[src/rtl/vga_pkg.sv]
// Shared display constants and the bouncing-rectangle state encoding.
package vga_pkg;

  localparam int VER_PIXELS = 600;
  localparam int RECT_H_DEF = 64;

  function automatic int floor_of(input int screen_h, input int rect_h);
    return screen_h - rect_h;
  endfunction

  // Lowest top-left y at which the default rectangle still fits on screen.
  localparam int FLOOR = floor_of(VER_PIXELS, RECT_H_DEF);

  typedef enum logic [2:0] {
    IDLE = 3'd0,
    FALL = 3'd1,
    RISE = 3'd2,
    REST = 3'd3,
    HOLD = 3'd4
  } bounce_state_t;

endpackage

[src/rtl/tick_gen.sv]
// Physics-update strobe: one-cycle pulse every TICK_CYCLES enabled cycles.
module tick_gen #(
  parameter int TICK_CYCLES = 650000
) (
  input  logic clk65MHz,
  input  logic rst,
  input  logic en,
  output logic tick
);

  localparam int CW = (TICK_CYCLES > 1) ? $clog2(TICK_CYCLES) : 1;
  localparam logic [CW-1:0] LAST = CW'(TICK_CYCLES - 1);

  logic [CW-1:0] count;

  always_ff @(posedge clk65MHz or posedge rst) begin
    if (rst) begin
      count <= '0;
    end else if (!en) begin
      count <= '0;
    end else if (count == LAST) begin
      count <= '0;
    end else begin
      count <= count + 1'b1;
    end
  end

  assign tick = en && (count == LAST);

endmodule

[src/rtl/draw_rect_bounce_ctl.sv]
// Rectangle top-left position: follows the mouse, drops on click, bounces with
// damping on the floor and rests.
//
// state | meaning
// IDLE  | xpos/ypos track the mouse; a click above the floor launches
// FALL  | ypos grows by vel each tick, vel accelerates up to V_MAX
// RISE  | ypos shrinks by vel each tick, vel decelerates
// REST  | parked on the floor; a click moves to HOLD
// HOLD  | waiting for release before tracking the mouse again
module draw_rect_bounce_ctl
  import vga_pkg::*;
#(
  parameter int POS_W       = 12,
  parameter int VEL_W       = 8,
  parameter int SCREEN_H    = VER_PIXELS,
  parameter int RECT_H      = RECT_H_DEF,
  parameter int TICK_CYCLES = 650000,
  parameter int GRAVITY     = 1,
  parameter int V_MAX       = 32,
  parameter int DAMP_SHIFT  = 1,
  parameter int MIN_BOUNCE  = 2,
  parameter int CNT_W       = 4
) (
  input  logic             clk65MHz,
  input  logic             rst,
  input  logic             mouse_left,
  input  logic [POS_W-1:0] mouse_xpos,
  input  logic [POS_W-1:0] mouse_ypos,
  output logic [POS_W-1:0] xpos,
  output logic [POS_W-1:0] ypos,
  output logic             moving,
  output logic [CNT_W-1:0] bounce_cnt
);

  localparam logic [POS_W:0]   FLOOR_W = (POS_W+1)'(floor_of(SCREEN_H, RECT_H));
  localparam logic [POS_W-1:0] FLOOR_P = POS_W'(floor_of(SCREEN_H, RECT_H));
  localparam logic [VEL_W:0]   GRAV_W  = (VEL_W+1)'(GRAVITY);
  localparam logic [VEL_W:0]   VMAX_W  = (VEL_W+1)'(V_MAX);
  localparam logic [VEL_W-1:0] GRAV_V  = VEL_W'(GRAVITY);
  localparam logic [VEL_W-1:0] VMAX_V  = VEL_W'(V_MAX);
  localparam logic [VEL_W-1:0] MINB_V  = VEL_W'(MIN_BOUNCE);

  bounce_state_t    state;
  logic [VEL_W-1:0] vel;
  logic             left_d;
  logic             left_rise;
  logic             tick;

  logic [POS_W:0]   y_w;
  logic [POS_W:0]   v_w;
  logic [POS_W:0]   y_sum;
  logic [POS_W-1:0] y_dec;
  logic [VEL_W:0]   vel_inc;
  logic [VEL_W-1:0] vel_fall;
  logic [VEL_W-1:0] vel_bounce;

  assign left_rise = mouse_left & ~left_d;

  // One bit of headroom so ypos + vel can never wrap before the floor compare.
  assign y_w        = {1'b0, ypos};
  assign v_w        = (POS_W+1)'(vel);
  assign y_sum      = y_w + v_w;
  assign y_dec      = ypos - POS_W'(vel);
  assign vel_inc    = {1'b0, vel} + GRAV_W;
  assign vel_fall   = (vel_inc > VMAX_W) ? VMAX_V : vel_inc[VEL_W-1:0];
  assign vel_bounce = vel - (vel >> DAMP_SHIFT);

  tick_gen #(
    .TICK_CYCLES(TICK_CYCLES)
  ) u_tick_gen (
    .clk65MHz(clk65MHz),
    .rst     (rst),
    .en      ((state == FALL) || (state == RISE)),
    .tick    (tick)
  );

  always_ff @(posedge clk65MHz or posedge rst) begin
    if (rst) begin
      left_d <= 1'b0;
    end else begin
      left_d <= mouse_left;
    end
  end

  always_ff @(posedge clk65MHz or posedge rst) begin
    if (rst) begin
      state      <= IDLE;
      xpos       <= '0;
      ypos       <= '0;
      vel        <= '0;
      bounce_cnt <= '0;
      moving     <= 1'b0;
    end else begin
      case (state)
        IDLE: begin
          xpos <= mouse_xpos;
          ypos <= mouse_ypos;
          if (left_rise && ({1'b0, mouse_ypos} < FLOOR_W)) begin
            state      <= FALL;
            vel        <= '0;
            bounce_cnt <= '0;
            moving     <= 1'b1;
          end
        end
        FALL: begin
          if (tick) begin
            if (y_sum < FLOOR_W) begin
              ypos <= y_sum[POS_W-1:0];
              vel  <= vel_fall;
            end else begin
              ypos <= FLOOR_P;
              if (vel_bounce >= MINB_V) begin
                state <= RISE;
                vel   <= vel_bounce;
                if (bounce_cnt != '1) bounce_cnt <= bounce_cnt + 1'b1;
              end else begin
                state  <= REST;
                vel    <= '0;
                moving <= 1'b0;
              end
            end
          end
        end
        RISE: begin
          if (tick) begin
            if (vel <= GRAV_V) begin
              ypos  <= (y_w > v_w) ? y_dec : '0;
              vel   <= '0;
              state <= FALL;
            end else if (y_w <= v_w) begin
              ypos  <= '0;
              vel   <= '0;
              state <= FALL;
            end else begin
              ypos <= y_dec;
              vel  <= vel - GRAV_V;
            end
          end
        end
        REST: begin
          if (left_rise) state <= HOLD;
        end
        HOLD: begin
          if (!mouse_left) state <= IDLE;
        end
        default: begin
          state  <= IDLE;
          moving <= 1'b0;
        end
      endcase
    end
  end

endmodule

[config.mk]
export PLATFORM = sky130hd
export DESIGN_NAME = draw_rect_bounce_ctl
export DESIGN_NICKNAME = d
export VERILOG_FILES = /design/src/rtl/vga_pkg.sv /design/src/rtl/tick_gen.sv /design/src/rtl/draw_rect_bounce_ctl.sv
export SDC_FILE = /design/constraint.sdc
export NUM_CORES = 1
export LEC_CHECK = 0
export CAP_MARGIN = 0
export CORE_ASPECT_RATIO = 1.1
export CORE_MARGIN = 10
export CORE_UTILIZATION = 30
export CTS_CLUSTER_SIZE = 12
export DETAILED_ROUTE_END_ITERATION = 8
export PLACE_DENSITY = 0.6
export SYNTH_ARGS = -nofsm -noshare
export SYNTH_HDL_FRONTEND = slang
export SYNTH_SLANG_ARGS = --single-unit
[constraint.sdc]
create_clock -name clk65MHz -period 3.5 [get_ports clk65MHz]
set_input_delay 0.7 -clock clk65MHz [delete_from_list [all_inputs] [get_ports clk65MHz]]
set_output_delay 0.7 -clock clk65MHz [all_outputs]
set_load 0.01 [all_outputs]
Word level (Yosys, flattened, before mapping)
Cells that the tools add are included.
{"block": "op_classes", "n_addsub": 7, "muxes": 39, "bitwise": 3, "n_eq_ne": 16, "n_lt_le_gt_ge": 7, "reduce_logical": 12}
{"op": "$mux 12", "n": 6}
{"op": "$mux 8", "n": 8}
{"op": "$mux 20", "n": 2}
{"op": "$pmux 12 s3", "n": 1}
{"op": "$mux 3", "n": 8}
{"op": "$pmux 8 s3", "n": 1}
{"op": "$add 20x1->20 const B", "n": 1}
{"op": "$eq 20x20->1 const B", "n": 1}
{"op": "$mux 4", "n": 5}
{"op": "$pmux 3 s5", "n": 1}
{"op": "$ne 2x2->1 const B", "n": 7}
{"op": "$add 12x8->13", "n": 1}
{"op": "$lt 13x10->1 const B", "n": 1}
{"op": "$gt 12x8->1", "n": 1}
{"op": "$le 12x8->1", "n": 1}
{"op": "$lt 12x10->1 const B", "n": 1}
{"op": "$sub 12x8->12", "n": 1}
{"op": "$add 8x1->9 const B", "n": 1}
{"op": "$gt 9x6->1 const B", "n": 1}
{"op": "$ge 8x2->1 const B", "n": 1}
{"op": "$le 8x1->1 const B", "n": 1}
{"op": "$pmux 4 s2", "n": 1}
{"op": "$sub 8x1->8 const B", "n": 1}
{"op": "$sub 8x7->8", "n": 1}
{"op": "other kinds (22)", "n": 30}
{"block": "word_totals", "inputBits": 27, "output_inout_bits": 29, "ff_bits": 61}

Depth between registers and ports, before layout
Gate-level depths: netlist of run 1.
{"block": "logic_depth", "word_depth": 6, "depth_mapped": 13}

Hierarchy
A second synthesis of run 1 with hierarchy kept.
{"block": "hier_totals", "cells_unflattened": 541, "hier_area_um2": 4795.8}
{"mod": "draw_rect_bounce_ctl", "area_each_um2": 3736.1, "cells_each": 434, "seq_area_each_um2": 1026.0, "n_inst": 1}
{"mod": "tick_gen", "area_each_um2": 1059.8, "cells_each": 107, "seq_area_each_um2": 500.5, "n_inst": 1}

Least setup slack after synthesis of run 1
Ideal clock, no wire load.
{"block": "synth_timing", "path_type": "register -> register", "from": "register vel[0]", "to": "register bounce_cnt[0]", "n_path_buf": 0, "t_required_ns": 3.375, "path_slack_ns": 0.454, "synth_period_minus_slack_ns": 3.046, "path_stages_with_launch": 12, "arrival_ns": 2.921, "path_cell_list": "dfrtp_1 > ha_1 > inv_1 > fa_1 > o21bai_1 > a21oi_2 > o31ai_4 > a21oi_1 > o41a_1 > o21ai_1 > a21oi_2 > mux2_4"}
{"block": "synth_between", "elab_chain_len": 4, "word_cells_on_any_way": 7, "cone_classes": "add/sub (2); order compare (2); eq/ne (2); reduce/logical (1)"}
{"element": "from (decl)", "line": "draw_rect_bounce_ctl.sv:44", "rtl": "logic [VEL_W-1:0] vel;"}
{"element": "from (signal assigned)", "line": "draw_rect_bounce_ctl.sv:109", "rtl": "vel <= vel_fall;"}
{"element": "from (signal assigned)", "line": "draw_rect_bounce_ctl.sv:114", "rtl": "vel <= vel_bounce;"}
{"element": "from (signal assigned)", "line": "draw_rect_bounce_ctl.sv:136", "rtl": "vel <= vel - GRAV_V;"}
{"element": "$add 12x8->13 or $sub 8x7->8 (tied branches)", "line": "draw_rect_bounce_ctl.sv:62, draw_rect_bounce_ctl.sv:66"}
{"element": "$lt 13x10->1 or $ge 8x2->1 (tied branches)", "line": "draw_rect_bounce_ctl.sv:107, draw_rect_bounce_ctl.sv:112"}
{"element": "$ne 2x2->1 (no line) or $ne 2x1->1 (tied branches)"}
{"element": "$reduce_and 6->1 (no line) (*)"}
{"element": "to (signal assigned)", "line": "draw_rect_bounce_ctl.sv:115", "rtl": "if (bounce_cnt != '1) bounce_cnt <= bounce_cnt + 1'b1;"}
{"element": "to (decl)", "line": "draw_rect_bounce_ctl.sv:32", "rtl": "output logic [CNT_W-1:0] bounce_cnt"}
Mark *: on every way between the ends. The rest lies on a longest branch, timed or not.
A chain may end at the register's enable or synchronous reset.

Worst setup path after layout of run 1
{"block": "layout_timing", "from": "register ypos[0]", "to": "register ypos[1]"}
{"block": "layout_between", "elab_chain_len": 5, "word_cells_on_any_way": 12, "cone_classes": "add/sub (2); order compare (3); mux (7)"}
{"element": "from (decl)", "line": "draw_rect_bounce_ctl.sv:30", "rtl": "output logic [POS_W-1:0] ypos,"}
{"element": "from (signal assigned)", "line": "draw_rect_bounce_ctl.sv:97", "rtl": "ypos <= mouse_ypos;"}
{"element": "from (signal assigned)", "line": "draw_rect_bounce_ctl.sv:108", "rtl": "ypos <= y_sum[POS_W-1:0];"}
{"element": "from (signal assigned)", "line": "draw_rect_bounce_ctl.sv:127", "rtl": "ypos <= (y_w > v_w) ? y_dec : '0;"}
{"element": "$add 12x8->13, or another cell as far along", "line": "draw_rect_bounce_ctl.sv:62", "rtl": "assign y_sum = y_w + v_w;"}
{"element": "$lt 13x10->1, or another cell as far along", "line": "draw_rect_bounce_ctl.sv:107", "rtl": "if (y_sum < FLOOR_W) begin"}
{"element": "$mux 12 (on tied branches)", "line": "draw_rect_bounce_ctl.sv:107, draw_rect_bounce_ctl.sv:126"}
{"element": "$mux 12 (on tied branches)", "line": "draw_rect_bounce_ctl.sv:106, draw_rect_bounce_ctl.sv:125"}
{"element": "$pmux 12 s3 (*)", "line": "draw_rect_bounce_ctl.sv:94", "rtl": "case (state)"}
Mark *: on every way between the ends. The rest lies on a longest branch, timed or not. The select of a mux whose other input is x is not followed.

==> results.cfg, run 1 <==
[status]
outcome = finished, final reports clean

[yosys]
synthArstFlopShare_pct = 100
yosys.area.top_type = dfrtp_1
syn_area_per_cell_sq_um = 8.68
ys_ff_latch = 61
ys_seq_area_share_pct = 30.3
yosys-top-cells-area = dfrtp_1 (30%), ha_1 (10%), nor2_1 (4.5%)
syn_nets = 653
synth_top_area_share_pct = 30.3
syn_area_sq_um = 5040
synth_cell_type_count = 75
synth_edf_count = 0
syn_inst = 581
synth_flop_cell = dfrtp_1
yosysWarnings = 0

[cells_and_area]
drive_gt1_share_pct = 13.0
final_nets = 735
n_antenna_cell = 0
multiInputGateArea_sq_um = 3330
area_growth_pct = 26.1
num-fill-cells = 1688
regArea_sq_um = 1530

[sta]
relSlewSlack_pct = 60.1
final-setup-viol-count = 0
fin_crit_sh_pct = 96.8
hold_violations = 0
period_minus_slack_ns = 3.39
skew_ns = 0.0102
slew_viol_final = 0
worstMarginPinSlew_ns = 0.584
clock.fmax_mhz = 295
whs_ns = 0.463

[power_and_ir_drop]
fin_total_pwr_w = 0.00167
leakagePower_nw = 2.65
power.density_nw_per_um2 = 263
ir_drop_mv = 0.225

[clock_network]
cts_tree = yes
ctsHoldBuffers = 0
clk_pin_slew_ns = 0.06
clock_latency_ns = 0.34
cts_max_level = 3
cts_made_buffers = 9
root_buffer = clkbuf_16
clock_sinks = 61
clockBufferDepth = 2

[route]
num_vias = 4780
drtIter0Drc = 449
first_pass_iters = 6
wirelength_mm = 15.9
route.detailed.drc = 0
ant_nets = 0
vias_per_cell = 5.48
routedWlPerCell_microns = 18.2

[floorplanning]
initial_core_util_pct = 30.7
io_pins = 56
core.rowCount = 49
die_y_microns = 156
core-area_sq_um = 16400
die_x_microns = 144
dieArea_sq_um = 22400

[global_route]
grt_use_total_pct = 14.3
grtUsageMet3_pct = 3.14
top_usage_layer = met2
grt_max_degree = 25
grt_util_met1_pct = 18.4
grt_overflow_total = 0
grt_pass1_wl_mm = 25.6
grt_use_met2_pct = 22.7
grt_antenna_before_repair = 0
first_global_vias = 4813

[setup_path]
path_class = reg2reg
cpMaxStageDelayCell = or4_1
r2r_setup_slack_ns = 0.11
cp_data_arrival_time_ns = 3.65
cp-startpoint = ypos[0]
start_kind = register
timing.rr.start = ypos[0]
required_ns = 3.77
max_stage_delay_ns = 0.55
path_max_fanout = 5
crit_chain = ha_1 -> inv_1 -> fa_1 -> o21bai_1 -> a21oi_2 -> o31ai_4 -> mux2i_1 -> a41oi_2 -> buf_4 -> or4_1 -> a21oi_1
end_kind = register

[hold_path]
hold_start = u_tick_gen.count[0]
hp-class = reg2reg

[placement]
dpl.hpwl_mm = 12.2
routabilityCongestion = 0.946
place.port_buffers = 55

[run]
cap_violations = 0
path summary, 6_finish.rpt:
kind | to | depth (start not counted)
min reg2reg | u_tick_gen.count[0] | 1
max in group asynchronous | vel[6] | 3
max | ypos[1] | 11
max reg2reg | ypos[1] | 11
min in group asynchronous | xpos[11] | 2
min | u_tick_gen.count[0] | 1
state kept, by name (all words and copies together) (netlist names):
name	cells
bounce_cnt	4
xpos	12
vel	8
moving	1
state	3
u_tick_gen.count	20
left_d	1
ypos	12
final cells by class:
class,instances,share of cell area [%]
Clock buffer,10,3.60
Clock inverter,6,1.14
Inverter,32,1.89
Multi-Input combinational cell,467,52.3
Sequential cell,61,24.0
Tap cell,204,4.01
Timing Repair Buffer,92,13.0
repair_timing:
item / 4_1_cts / 5_1_grt
gates resized for setup: 0 / 5
endpoints found under the hold margin: 0 / 0
endpoints found under the setup margin: 0 / 14
setup buffers: 0 / 1
power by group:
part | switching (W) | total [W] | internal [W]
sequential | 0.000000120 | 0.000706 | 0.000706
clock | 0.000359 | 0.000917 | 0.000557
combinational | 0.0000224 | 0.0000503 | 0.0000279
total | 0.000382 | 0.00167 | 0.00129
cell families (layout without fill, tap and decap cells):
logic type	count (synthesis)	in the layout	share of synthesized area (%)
buffers and inverters	53	140	4.34
multiplexers	20	20	4.37
AND/OR/NAND/NOR	224	224	22.9
AO/OA/AOI/OAI	144	144	20.5
XOR/XNOR	33	33	5.73
flip-flops	61	61	30.3
adder cells (fa/ha/maj)	46	46	11.8
per-layer routing:
layer,wire [microns],up-vias,share of wire (%)
met1,7060,2261,45
met4,384,0,2.4
met5,0,-,0
met3,1050,34,6.6
met2,7370,191,46
li1,-,2294,-
worst max-delay path: cells and delay by family, from the launching register on:
kind,cells,cell delay [ns]
simple gates,1,0.55
flops,1,0.39
buf+inv,2,0.31
compound gates,5,1.14
mux,1,0.29
fa+ha+maj,2,0.63
synth_stat cells, types with 5 or more instances:
library cell / count
nor3_1: 9
nor4b_1: 6
nand2_1: 42
a31oi_1: 10
clkbuf_1: 11
nor2_1: 60
or3_1: 9
o21ai_0: 26
xnor2_1: 18
and3_1: 9
xor2_1: 15
nor3b_1: 6
inv_1: 32
a211oi_1: 9
buf_2: 6
nor2b_1: 6
dfrtp_1: 61
nand2b_1: 14
mux2_2: 12
o311ai_0: 5
ha_1: 42
a21oi_1: 28
nor4_1: 5
mux2i_1: 7
nand3_1: 23
nand4_1: 14
through the flow:
stage	setup TNS, ns	cells	utilization [%]	worst slack (ns)	instance area [sq um]
2_1_floorplan	0	581	-	0.454	5040
3_3_place_gp	0	855	36.7	0.0642	6020
3_5_place_dp	0	855	36.7	0.0627	6020
4_1_cts	0	871	38.5	0.0525	6330
5_1_grt	-0.00843	872	38.7	-0.00843	6360
6_report	0	872	38.7	0.112	6360
cell usage in the layout (no fill, tap or decap), drive strengths merged, types with 4 or more instances in the layout:
cell type,netlist,final
nor4b,6,6
nor2b,6,6
ha,42,42
clkbuf,12,10
nor3b,7,7
o21bai,4,4
o211ai,4,4
a2111oi,4,4
buf,9,37
mux2,13,13
nand2,42,42
nand3b,4,4
or3,9,9
a21oi,30,30
dfrtp,61,61
or2,5,5
nand3,23,23
xnor2,18,18
a31oi,10,10
o221ai,4,4
xor2,15,15
nand4,14,14
inv,32,33
mux2i,7,7
o311ai,7,7
nand2b,14,14
o21ai,28,28
o31ai,6,6
clkdlybuf4s50,0,55
nor2,61,61
a211oi,9,9
nor3,9,9
and3,9,9
nor4,6,6
Power figures use the tool's default switching activity.
==> run 2: changes to the inputs <==
clock period = 4 ns   (was 3.5 ns; I/O delays follow)
==> results.cfg, run 2 (synthesized netlist as in run 1, its figures left out) <==
[sta]
skew_ns = 0.00952
whs_ns = 0.460
period_minus_slack_ns = 3.61
relSlewSlack_pct = 40.1
slew_viol_final = 0
setup_tns_ns = 0
final-setup-viol-count = 0
fin_crit_sh_pct = 90.4
rsz0062_at_grt = no
clock.fmax_mhz = 277
worstMarginPinSlew_ns = 0.890
setup_slack_ns = 0.386
hold_violations = 0

[floorplanning]
initial_core_util_pct = 30.7
dieArea_sq_um = 22400
die_x_microns = 144
core.rowCount = 49
die_y_microns = 156
io_pins = 56
core-area_sq_um = 16400

[global_route]
first_global_vias = 4740
grt_overflow_total = 0
grt_use_total_pct = 13.8
grt_pass1_wl_mm = 24.7
grt_antenna_before_repair = 0
grt_max_degree = 30

[cells_and_area]
utilization_pct = 37.4
reg_top3 = u_tick_gen.count: 20 flops, xpos: 12 flops, ypos: 12 flops
drive_gt1_share_pct = 9.18
largest_register_ffs = 20
final_cell_mix = dfrtp_1 (61), nor2_1 (60), clkdlybuf4s50_1 (55)
n_antenna_cell = 0
final_common_cell = dfrtp_1
area_growth_pct = 21.7
num-fill-cells = 1677
regMostFlops = u_tick_gen.count
final_nets = 710
stdcell_count = 847

[clock_network]
root_buffer = clkbuf_16
clockBufferDepth = 2
cts_resized = 0
cts_made_buffers = 9
clk_pin_slew_ns = 0.06
post-cts-setup-buffers = 0
ctsHoldBuffers = 0
cts_max_level = 3
clock_latency_ns = 0.34
cts_tree = yes
clock_sinks = 61

[route]
vias_per_cell = 5.53
ant_nets = 0
drtIter0Drc = 497
first_pass_iters = 6
num_vias = 4688
wirelength_mm = 15.3
routedWlPerCell_microns = 18.1
route.detailed.drc = 0

[setup_path]
path_max_fanout = 11
timing.rr.start = vel[1]
required_ns = 4.24
r2r_cells = 11
path_class = reg2reg
start_kind = register
r2r_setup_slack_ns = 0.39
r2r-end = vel[0]
end_kind = register
cp_data_arrival_time_ns = 3.86

[status]
outcome = finished, final reports clean

[power_and_ir_drop]
power_frac_comb_pct = 3.1
p_sw_share_pct = 24.0
p_switching_w = 0.000337
ir_drop_mv = 0.260
intPower_w = 0.00107
leakagePower_nw = 2.51
p_seq_share_pct = 44.0
power_frac_clock_pct = 52.9
power.density_nw_per_um2 = 229

[hold_path]
hp-class = reg2reg
hold_path_depth = 1
hold_end = u_tick_gen.count[0]
hold_start = u_tick_gen.count[0]

[placement]
place.port_buffers = 55
dp_slack_ns = 0.468
routabilityCongestion = 0.960
numPlacedInstances = 831
dpl.hpwl_mm = 11.9

[run]
cap_violations = 0
[run 2: changes by cell type in the layout (fill, tap and decap cells not counted), sizes merged]
cell / change
clkbuf: -1
buf: -25
clkinvlp: +3
clkinv: -3
bufinv: -1
inv: +2
[run 2: power by group through the flow]
stage	sequential, W	clock, W	combinational (W)
floorplan	0.000629	0	0.0000103
global placement	0.000629	0	0.0000445
detailed placement	0.000629	0	0.0000457
CTS	0.000618	0.000767	0.0000460
global route	0.000617	0.000804	0.0000490
finish	0.000618	0.000743	0.0000441
[run 2: stage by stage]
step,cell area (sq um),power [W]
finish,6140,0.00140
global placement,5860,0.000673
CTS,6140,0.00143
detailed placement,5860,0.000675
global route,6140,0.00147
floorplan,5040,0.000639
[run 2: worst max path at each step]
stage / from / slack (ns) / end
6_report: vel[1] / 0.39 / vel[0]
5_1_grt: vel[0] / 0.24 / bounce_cnt[0]
4_1_cts: vel[5] / 0.44 / vel[0]
3_5_place_dp: vel[5] / 0.47 / vel[0]
3_3_place_gp: vel[5] / 0.44 / vel[0]
2_1_floorplan: vel[0] / 0.95 / bounce_cnt[0]
[run 2: layout make-up]
cell class                 instances  area, sq um  share of cell area (%)
sequential                        61         1530                    24.9
multi-input combinational        467         3300                    53.8
clock inverter                     7         56.3                   0.917
clock buffer                       9          225                    3.67
timing repair buffer              67          653                    10.6
tap                              204          255                    4.16
inverter                          32          120                    1.96
[run 2: routing by layer]
metal / wire [microns] / GRT usage [%] / share of wire, %
met5: 0 / 0 / 0
met4: 404 / 5.11 / 2.6
met3: 1280 / 4.72 / 8.4
met2: 7210 / 22.6 / 47
met1: 6400 / 16.3 / 42
[run 2: critical path: stages (launching register included)]
cell and delay, ns:
dfrtp_1 0.55, inv_1 0.24, ha_1 0.40, nor2b_1 0.09, o311a_4 0.35, nor4b_1 0.43
nor4_2 0.12, a41oi_2 0.41, nor2_2 0.16, buf_12 0.17, or4_1 0.49, o211ai_1 0.11
==> run 3: changes to the inputs <==
==> constraint.sdc (replaced) <==
create_clock -name clk65MHz -period 4 [get_ports clk65MHz]
set_input_delay 0.8 -clock clk65MHz [delete_from_list [all_inputs] [get_ports clk65MHz]]
set_output_delay 0.8 -clock clk65MHz [all_outputs]
set_load 0.1 [all_outputs]
==> results of run 3 <==
The final DEF is identical to that of run 2. Status: finished, final reports clean.
